--- src/rtl/stage_buffer_pkg.sv ---
// Shared ex/mem payload layout: field widths, bit offsets and the default payload width.
package stage_buffer_pkg;

  localparam int RegAddrBus  = 5;
  localparam int RegBus      = 32;
  localparam int InstAddrBus = 32;
  localparam int AluOpBus    = 10;

  // Offsets from bit 0 upward; wd sits in the top bits.
  localparam int REG2_OFF     = 0;
  localparam int MEM_ADDR_OFF = REG2_OFF + RegBus;
  localparam int ALUOP_OFF    = MEM_ADDR_OFF + RegBus;
  localparam int PC_OFF       = ALUOP_OFF + AluOpBus;
  localparam int WDATA_OFF    = PC_OFF + InstAddrBus;
  localparam int WREG_OFF     = WDATA_OFF + RegBus;
  localparam int WD_OFF       = WREG_OFF + 1;
  localparam int DATA_W_DEF   = WD_OFF + RegAddrBus;

  typedef struct packed {
    logic [RegAddrBus-1:0]  wd;
    logic                   wreg;
    logic [RegBus-1:0]      wdata;
    logic [InstAddrBus-1:0] pc;
    logic [AluOpBus-1:0]    aluop;
    logic [RegBus-1:0]      mem_addr;
    logic [RegBus-1:0]      reg2;
  } ex_mem_t;

endpackage

--- src/rtl/stage_buffer.sv ---
// Valid/ready pipeline register between pipeline stages with a saturating stall counter.
// STAGE_BUFFER_SKID_EN adds a second (skid) entry so in_ready is a pure register output.
module stage_buffer
  import stage_buffer_pkg::*;
#(
  parameter int DATA_W = DATA_W_DEF,
  parameter int CNT_W  = 16
) (
  input  logic              clk,
  input  logic              rst,
  input  logic              flush,
  input  logic              in_valid,
  input  logic [DATA_W-1:0] in_data,
  output logic              in_ready,
  output logic              out_valid,
  output logic [DATA_W-1:0] out_data,
  input  logic              out_ready,
  output logic [CNT_W-1:0]  stall_cnt
);

  logic [DATA_W-1:0] data_q;
  logic [CNT_W-1:0]  cnt_q;

  assign out_data  = data_q;
  assign stall_cnt = cnt_q;

  // Counts every held-but-unconsumed cycle; flush leaves it alone.
  always_ff @(posedge clk) begin
    if (rst)                                         cnt_q <= '0;
    else if (out_valid && !out_ready && cnt_q != '1) cnt_q <= cnt_q + 1'b1;
  end

`ifdef STAGE_BUFFER_SKID_EN

  typedef enum logic [1:0] {EMPTY, ONE, TWO} state_t;

  state_t            state, state_nxt;
  logic              rdy_q;
  logic [DATA_W-1:0] skid_q;
  logic              ld_main_in, ld_main_skid, ld_skid;
  logic              in_fire, out_fire;

  assign in_ready  = rdy_q;
  assign out_valid = (state != EMPTY);
  assign in_fire   = in_valid && rdy_q;
  assign out_fire  = out_valid && out_ready;

  always_comb begin
    state_nxt    = state;
    ld_main_in   = 1'b0;
    ld_main_skid = 1'b0;
    ld_skid      = 1'b0;
    if (flush) begin
      state_nxt = EMPTY;
    end else begin
      case (state)
        EMPTY: if (in_fire) begin state_nxt = ONE; ld_main_in = 1'b1; end
        ONE: begin
          if (in_fire && !out_fire)     begin state_nxt = TWO; ld_skid = 1'b1; end
          else if (in_fire && out_fire) ld_main_in = 1'b1;
          else if (out_fire)            state_nxt = EMPTY;
        end
        TWO: if (out_fire) begin state_nxt = ONE; ld_main_skid = 1'b1; end
        default: state_nxt = EMPTY;
      endcase
    end
  end

  always_ff @(posedge clk) begin
    if (rst) begin
      state  <= EMPTY;
      rdy_q  <= 1'b1;
      data_q <= '0;
      skid_q <= '0;
    end else begin
      state <= state_nxt;
      rdy_q <= (state_nxt != TWO);
      if (ld_main_in)        data_q <= in_data;
      else if (ld_main_skid) data_q <= skid_q;
      if (ld_skid)           skid_q <= in_data;
    end
  end

`else

  logic vld_q;

  assign out_valid = vld_q;
  assign in_ready  = !vld_q || out_ready;

  // Single entry: refills in the same cycle it drains, so streaming runs at full rate.
  always_ff @(posedge clk) begin
    if (rst) begin
      vld_q  <= 1'b0;
      data_q <= '0;
    end else if (flush) begin
      vld_q <= 1'b0;
    end else if (in_ready) begin
      vld_q <= in_valid;
      if (in_valid) data_q <= in_data;
    end
  end

`endif

endmodule

--- config.mk ---
export PLATFORM = sky130hd
export DESIGN_NAME = stage_buffer
export DESIGN_NICKNAME = d
export VERILOG_FILES = /design/src/rtl/stage_buffer_pkg.sv /design/src/rtl/stage_buffer.sv
export SDC_FILE = /design/constraint.sdc
export NUM_CORES = 1
export LEC_CHECK = 0
export CORE_ASPECT_RATIO = 1.25
export CORE_MARGIN = 4
export CORE_UTILIZATION = 35
export DETAILED_ROUTE_END_ITERATION = 6
export HOLD_SLACK_MARGIN = 0.05
export PLACE_DENSITY_LB_ADDON = 0.05
export SLEW_MARGIN = 20
export SYNTH_ARGS = -nofsm -noshare
export SYNTH_HDL_FRONTEND = slang
export SYNTH_SLANG_ARGS = --single-unit
--- constraint.sdc ---
create_clock -name clk -period 1.6 [get_ports clk]
set_input_delay 0.32 -clock clk [delete_from_list [all_inputs] [get_ports clk]]
set_output_delay 0.32 -clock clk [all_outputs]
set_load 0.02 [all_outputs]
After elaboration in Yosys (flattened, before gate mapping) --
Cells that the tools add are included. Widths: inputs -> output; s select.
Word-level totals: register bits 161, bits of input ports 149, output and inout port bits 162, logic and storage cells 13
Operators by class: add/sub/neg operators 1, equality and inequality tests 1, bitwise gates (word level) 1, reduce and logical (&&, ||, !) cells 7
Operators with widths (number):
- $add 16x1->16 const B | 1
- $ne 16x16->1 const B | 1
- $reduce_and 3->1 | 1
- $logic_and 1x1->1 | 2
- $logic_not 1->1 | 2
- $reduce_or 2->1 | 1
- $logic_or 1x1->1 | 1
- $not 1->1 | 1

Logic depth before layout (Yosys ltp) --
depth in word-level cells 3, mapped depth 8

Worst setup path before layout --
No wires, ideal clock.
path kind register to register, start point register cnt_q[5] (netlist: stall_cnt[5]), end point register cnt_q[14] (netlist: stall_cnt[14]), setup time 0.121 ns, arrival time 1.602 ns, data required time 1.479 ns, setup slack -0.123 ns, cell stages (with the launch flop) 5, period minus slack after synthesis 1.723 ns, path through dfxtp_1 > nand3_4 > or3_1 > nor3_1 > mux2_2
On the way: cells in the longest elaborated chain, start to end 2
Ends and longest elaborated chain:
- start, declared | RTL line stage_buffer.sv:22 | logic [CNT_W-1:0] cnt_q;
- start signal, assigned | RTL line stage_buffer.sv:30 | else if (out_valid && !out_ready && cnt_q != '1) cnt_q <= cnt_q + 1'b1;
- parallel branches: the longest is 2 deep, another holds $add 16x1->16
Parallel ways; which one is timed is not known. A chain may end at the register's enable or synchronous reset.

Worst setup path after layout --
start point register vld_q (netlist: out_valid), end point register data_q[109] (netlist: out_data[109])
On the way: cells in the longest elaborated chain, start to end 3
Ends and longest elaborated chain:
- start, declared | RTL line stage_buffer.sv:86 | logic vld_q;
- start signal, assigned | RTL line stage_buffer.sv:99 | vld_q <= in_valid;
- $logic_not 1->1 | RTL line stage_buffer.sv:89 | assign in_ready = !vld_q || out_ready;
- $logic_or 1x1->1 | RTL line stage_buffer.sv:89
- $reduce_and 3->1 (no source line)
- end signal, assigned | RTL line stage_buffer.sv:100 | if (in_valid) data_q <= in_data;
- end, declared | RTL line stage_buffer.sv:21 | logic [DATA_W-1:0] data_q;
Every way passes these cells.

==> flow_summary.yaml <==
critical_path:
  regToRegEndpoint: "out_data[109]"
  crit-reg2reg-launch: "out_valid"
  start_kind: "flip-flop"
  crit_path_end_kind: "flip-flop"
  worst-setup-path-type: "flip-flop to flip-flop"
  critPathMaxFanout: 10
  worstPathArrival_ns: 1.93
  reg2reg_depth: 7
  r2r_slack_ns: 0.01
  critical_path_required_ns: 1.95
synth:
  syn-num-nets: 881
  netlist_area_um2: 5860
  postSynth.topFlopCell: "sky130_fd_sc_hd__dfxtp_1"
  ys_warn_count: 0
  yosys_register_bits: 161
  synth.distinct_cells: 40
  synth_sequential_area_ratio_pct: 55.0
  postSynthAreaPerCell_um2: 8.02
  synth-edff-count: 0
  synthesis.instances: 731
  synthArstFlopShare_pct: 0
grt:
  track_usage_pct: 20.1
  number_of_antenna_violations_at_the_first_check_in_global_routing: 0
  maximum_number_of_pins_on_one_net_before_global_route_repair: 53
  grt_pass1_vias: 5685
  overflow: 0
  grt_pass1_wl_um: 29900
timing:
  final-hold-violation-count: 0
  period_minus_slack_ns: 1.59
  slew_headroom_pct: 67.8
  period_share_pct: 99.1
  fmax_ghz: 0.631
  grt_setup_unrepaired: "true"
  measured_slew_at_the_worst_slew_check_pin_ns: 0.483
  setup_viol: 0
  skew_ns: 0.00930
  timing.final.max_slew_violations: 0
  setup_slack_ns: 0.0149
placed_design:
  buffer_ports.inserted: 310
  routability_congestion_estimate_from_global_placement: 0.762
  worst_setup_slack_post_dpl_ns: -0.456
  place_hpwl_um: 14600
routing:
  drt-total-wl_um: 20200
  route.antenna.remaining_nets: 0
  post_detailed_route_drc_marker_count: 0
  number_of_optimization_iterations_in_the_first_detailed_route_pass: 4
  post_drt_wl_per_cell_um: 15.6
  initialDrtViolationCount: 194
  vias_per_cell: 4.75
  vias: 6151
clocking:
  ctsHtreeMaxLevel: 4
  cts_max_path_buffers: 2
  numCtsBuffers: 17
  clk_transition_reported_paths_ns: 0.07
  root_buffer: "sky130_fd_sc_hd__clkbuf_16"
  cts.sink_count: 161
  clkLatencyLatePin_ns: 0.42
  cts_tree: "yes"
layout:
  drive_above_1_share_pct: 14.1
  layout.filler_cells: 1506
  syn_to_final_growth_pct: 76.1
  design.final.nets: 1216
  num_antenna_cells: 0
pwr:
  p_per_area_nw_per_um2: 955
  power_leakage_uw: 0.00456
  ir_worst_vdd_v: 0.000542
  tot_pwr_uw: 9860
worst_hold_path:
  min-delay-path-class: "input port to flip-flop"
  hold_path_depth: 2
  min_to: "out_data[46]"
  hold_path.startpoint: "rst"
floorplan:
  die_ar_um2: 18900
  io_pins: 311
  fp.dieH_um: 153
  core.rowCount: 52
  initial_core_util_pct: 35.9
  chipWidth_um: 124
  core_region_area_um2: 16300
run:
  cap_viol_max_count: 0
run_status:
  outcome: "finished clean"
## cell usage in the layout (no fill, tap or decap), types with 3 or more instances in the layout
cell,synthesis,routed
sky130_fd_sc_hd__nand2_1,297,289
sky130_fd_sc_hd__dlygate4sd2_1,0,157
sky130_fd_sc_hd__dfxtp_1,161,149
sky130_fd_sc_hd__clkdlybuf4s50_1,0,146
sky130_fd_sc_hd__a21oi_1,149,124
sky130_fd_sc_hd__buf_4,2,35
sky130_fd_sc_hd__a21oi_2,0,25
sky130_fd_sc_hd__clkbuf_16,0,22
sky130_fd_sc_hd__buf_12,0,15
sky130_fd_sc_hd__dfxtp_2,0,11
sky130_fd_sc_hd__nor2_1,8,8
sky130_fd_sc_hd__nand2_4,0,5
sky130_fd_sc_hd__or3_1,5,5
sky130_fd_sc_hd__o21ai_0,5,5
sky130_fd_sc_hd__inv_1,5,4
sky130_fd_sc_hd__nand3_1,4,4
sky130_fd_sc_hd__nor3_1,6,4
sky130_fd_sc_hd__clkinvlp_4,0,4
sky130_fd_sc_hd__nand2_2,0,3
sky130_fd_sc_hd__nand4_1,3,3
sky130_fd_sc_hd__inv_6,0,3
sky130_fd_sc_hd__bufinv_16,0,3
## per-layer routing
metal  part of all wire, %  global-route usage (%)  up-vias
met2                    49                    34.0      251
met5                     0                       0        -
met1                    37                    21.5     2777
li1                      -                       -     3081
met3                    11                    8.54       42
met4                   3.3                    8.60        0
## synth_stat cells, drive strengths merged, types with 2 or more instances
library cell | n | area share, %
nor2 | 8 | 0.51
a21oi | 149 | 13
o41ai | 2 | 0.30
o311ai | 2 | 0.30
nand4 | 5 | 0.90
nand3 | 5 | 0.64
or3 | 6 | 0.66
dfxtp | 161 | 55
clkbuf | 18 | 1.2
nand2 | 297 | 19
inv | 5 | 0.32
and3 | 2 | 0.21
nand3b | 2 | 0.26
mux2 | 2 | 0.38
nor4 | 6 | 1.3
and4 | 2 | 0.30
o211ai | 2 | 0.26
buf | 32 | 2.8
o21ai | 5 | 0.43
o211a | 2 | 0.34
nor3b | 2 | 0.26
nor3 | 6 | 0.51
## sequential cells by signal, indices dropped and copies added (netlist names)
name and count:
out_valid 1, out_data 144, stall_cnt 16
## where the power goes
group	switching [µW]	internal, µW
clock network	1690	2480
logic	704	725
registers	74.2	4180
total	2470	7380
## how the worst max path moves through the flow
| stage | from | end | depth (start not counted) |
|---|---|---|---|
| finish | out_valid | out_data[109] | 7 |
| global route | out_valid | out_data[109] | 7 |
| CTS | out_ready | in_ready | 4 |
| detailed placement | out_ready | in_ready | 4 |
| global placement | out_ready | in_ready | 4 |
| floorplan | stall_cnt[0] | stall_cnt[14] | 5 |
## metrics by stage
step / hold slack [ns] / cell area (µm²) / utilization, % / cells / setup TNS, ns
floorplan: 0.399 / 5870 / - / 731 / -0.0370
global placement: 0.440 / 9580 / 58.7 / 1257 / -56.16
detailed placement: 0.445 / 9580 / 58.7 / 1257 / -61.16
CTS: 0.248 / 10000 / 61.3 / 1289 / 0
global route: 0.269 / 10300 / 63.2 / 1295 / -4.64
finish: 0.266 / 10300 / 63.2 / 1295 / 0
## worst max-delay path, cell delays in order, from the launching register on
cell and delay (ns):
sky130_fd_sc_hd__dfxtp_4 0.35, sky130_fd_sc_hd__and2b_1 0.18, sky130_fd_sc_hd__buf_6 0.12, sky130_fd_sc_hd__nor3b_4 0.25
sky130_fd_sc_hd__buf_8 0.23, sky130_fd_sc_hd__clkbuf_16 0.18, sky130_fd_sc_hd__nand2_1 0.06, sky130_fd_sc_hd__a21oi_1 0.13
## layout make-up
type / instances / area (µm²) / share of cell area, %
repair buffers: 366 / 3610 / 35.0
clock inverters: 14 / 180 / 1.75
multi-input cells: 515 / 2570 / 24.9
inverters: 5 / 18.8 / 0.182
well taps: 216 / 270 / 2.62
flip-flops and latches: 161 / 3240 / 31.4
clock buffers: 18 / 429 / 4.16
## logic make-up after synthesis
logic type,Yosys count,share of synthesized area (%)
AO/OA/AOI/OAI,165,14.8
adder cells (fa/ha/maj),1,0.213
buffers and inverters,55,4.29
flip-flops,161,55.0
multiplexers,3,0.555
AND/OR/NAND/NOR,346,25.2
## repair_timing
action,in CTS,in global routing
buffers inserted,0,1
pin swaps,0,12
endpoints found under the setup margin,165,160
cloned,0,5
hold buffers,0,0
gates resized for setup,176,55
(Power assumes the default switching activity.)
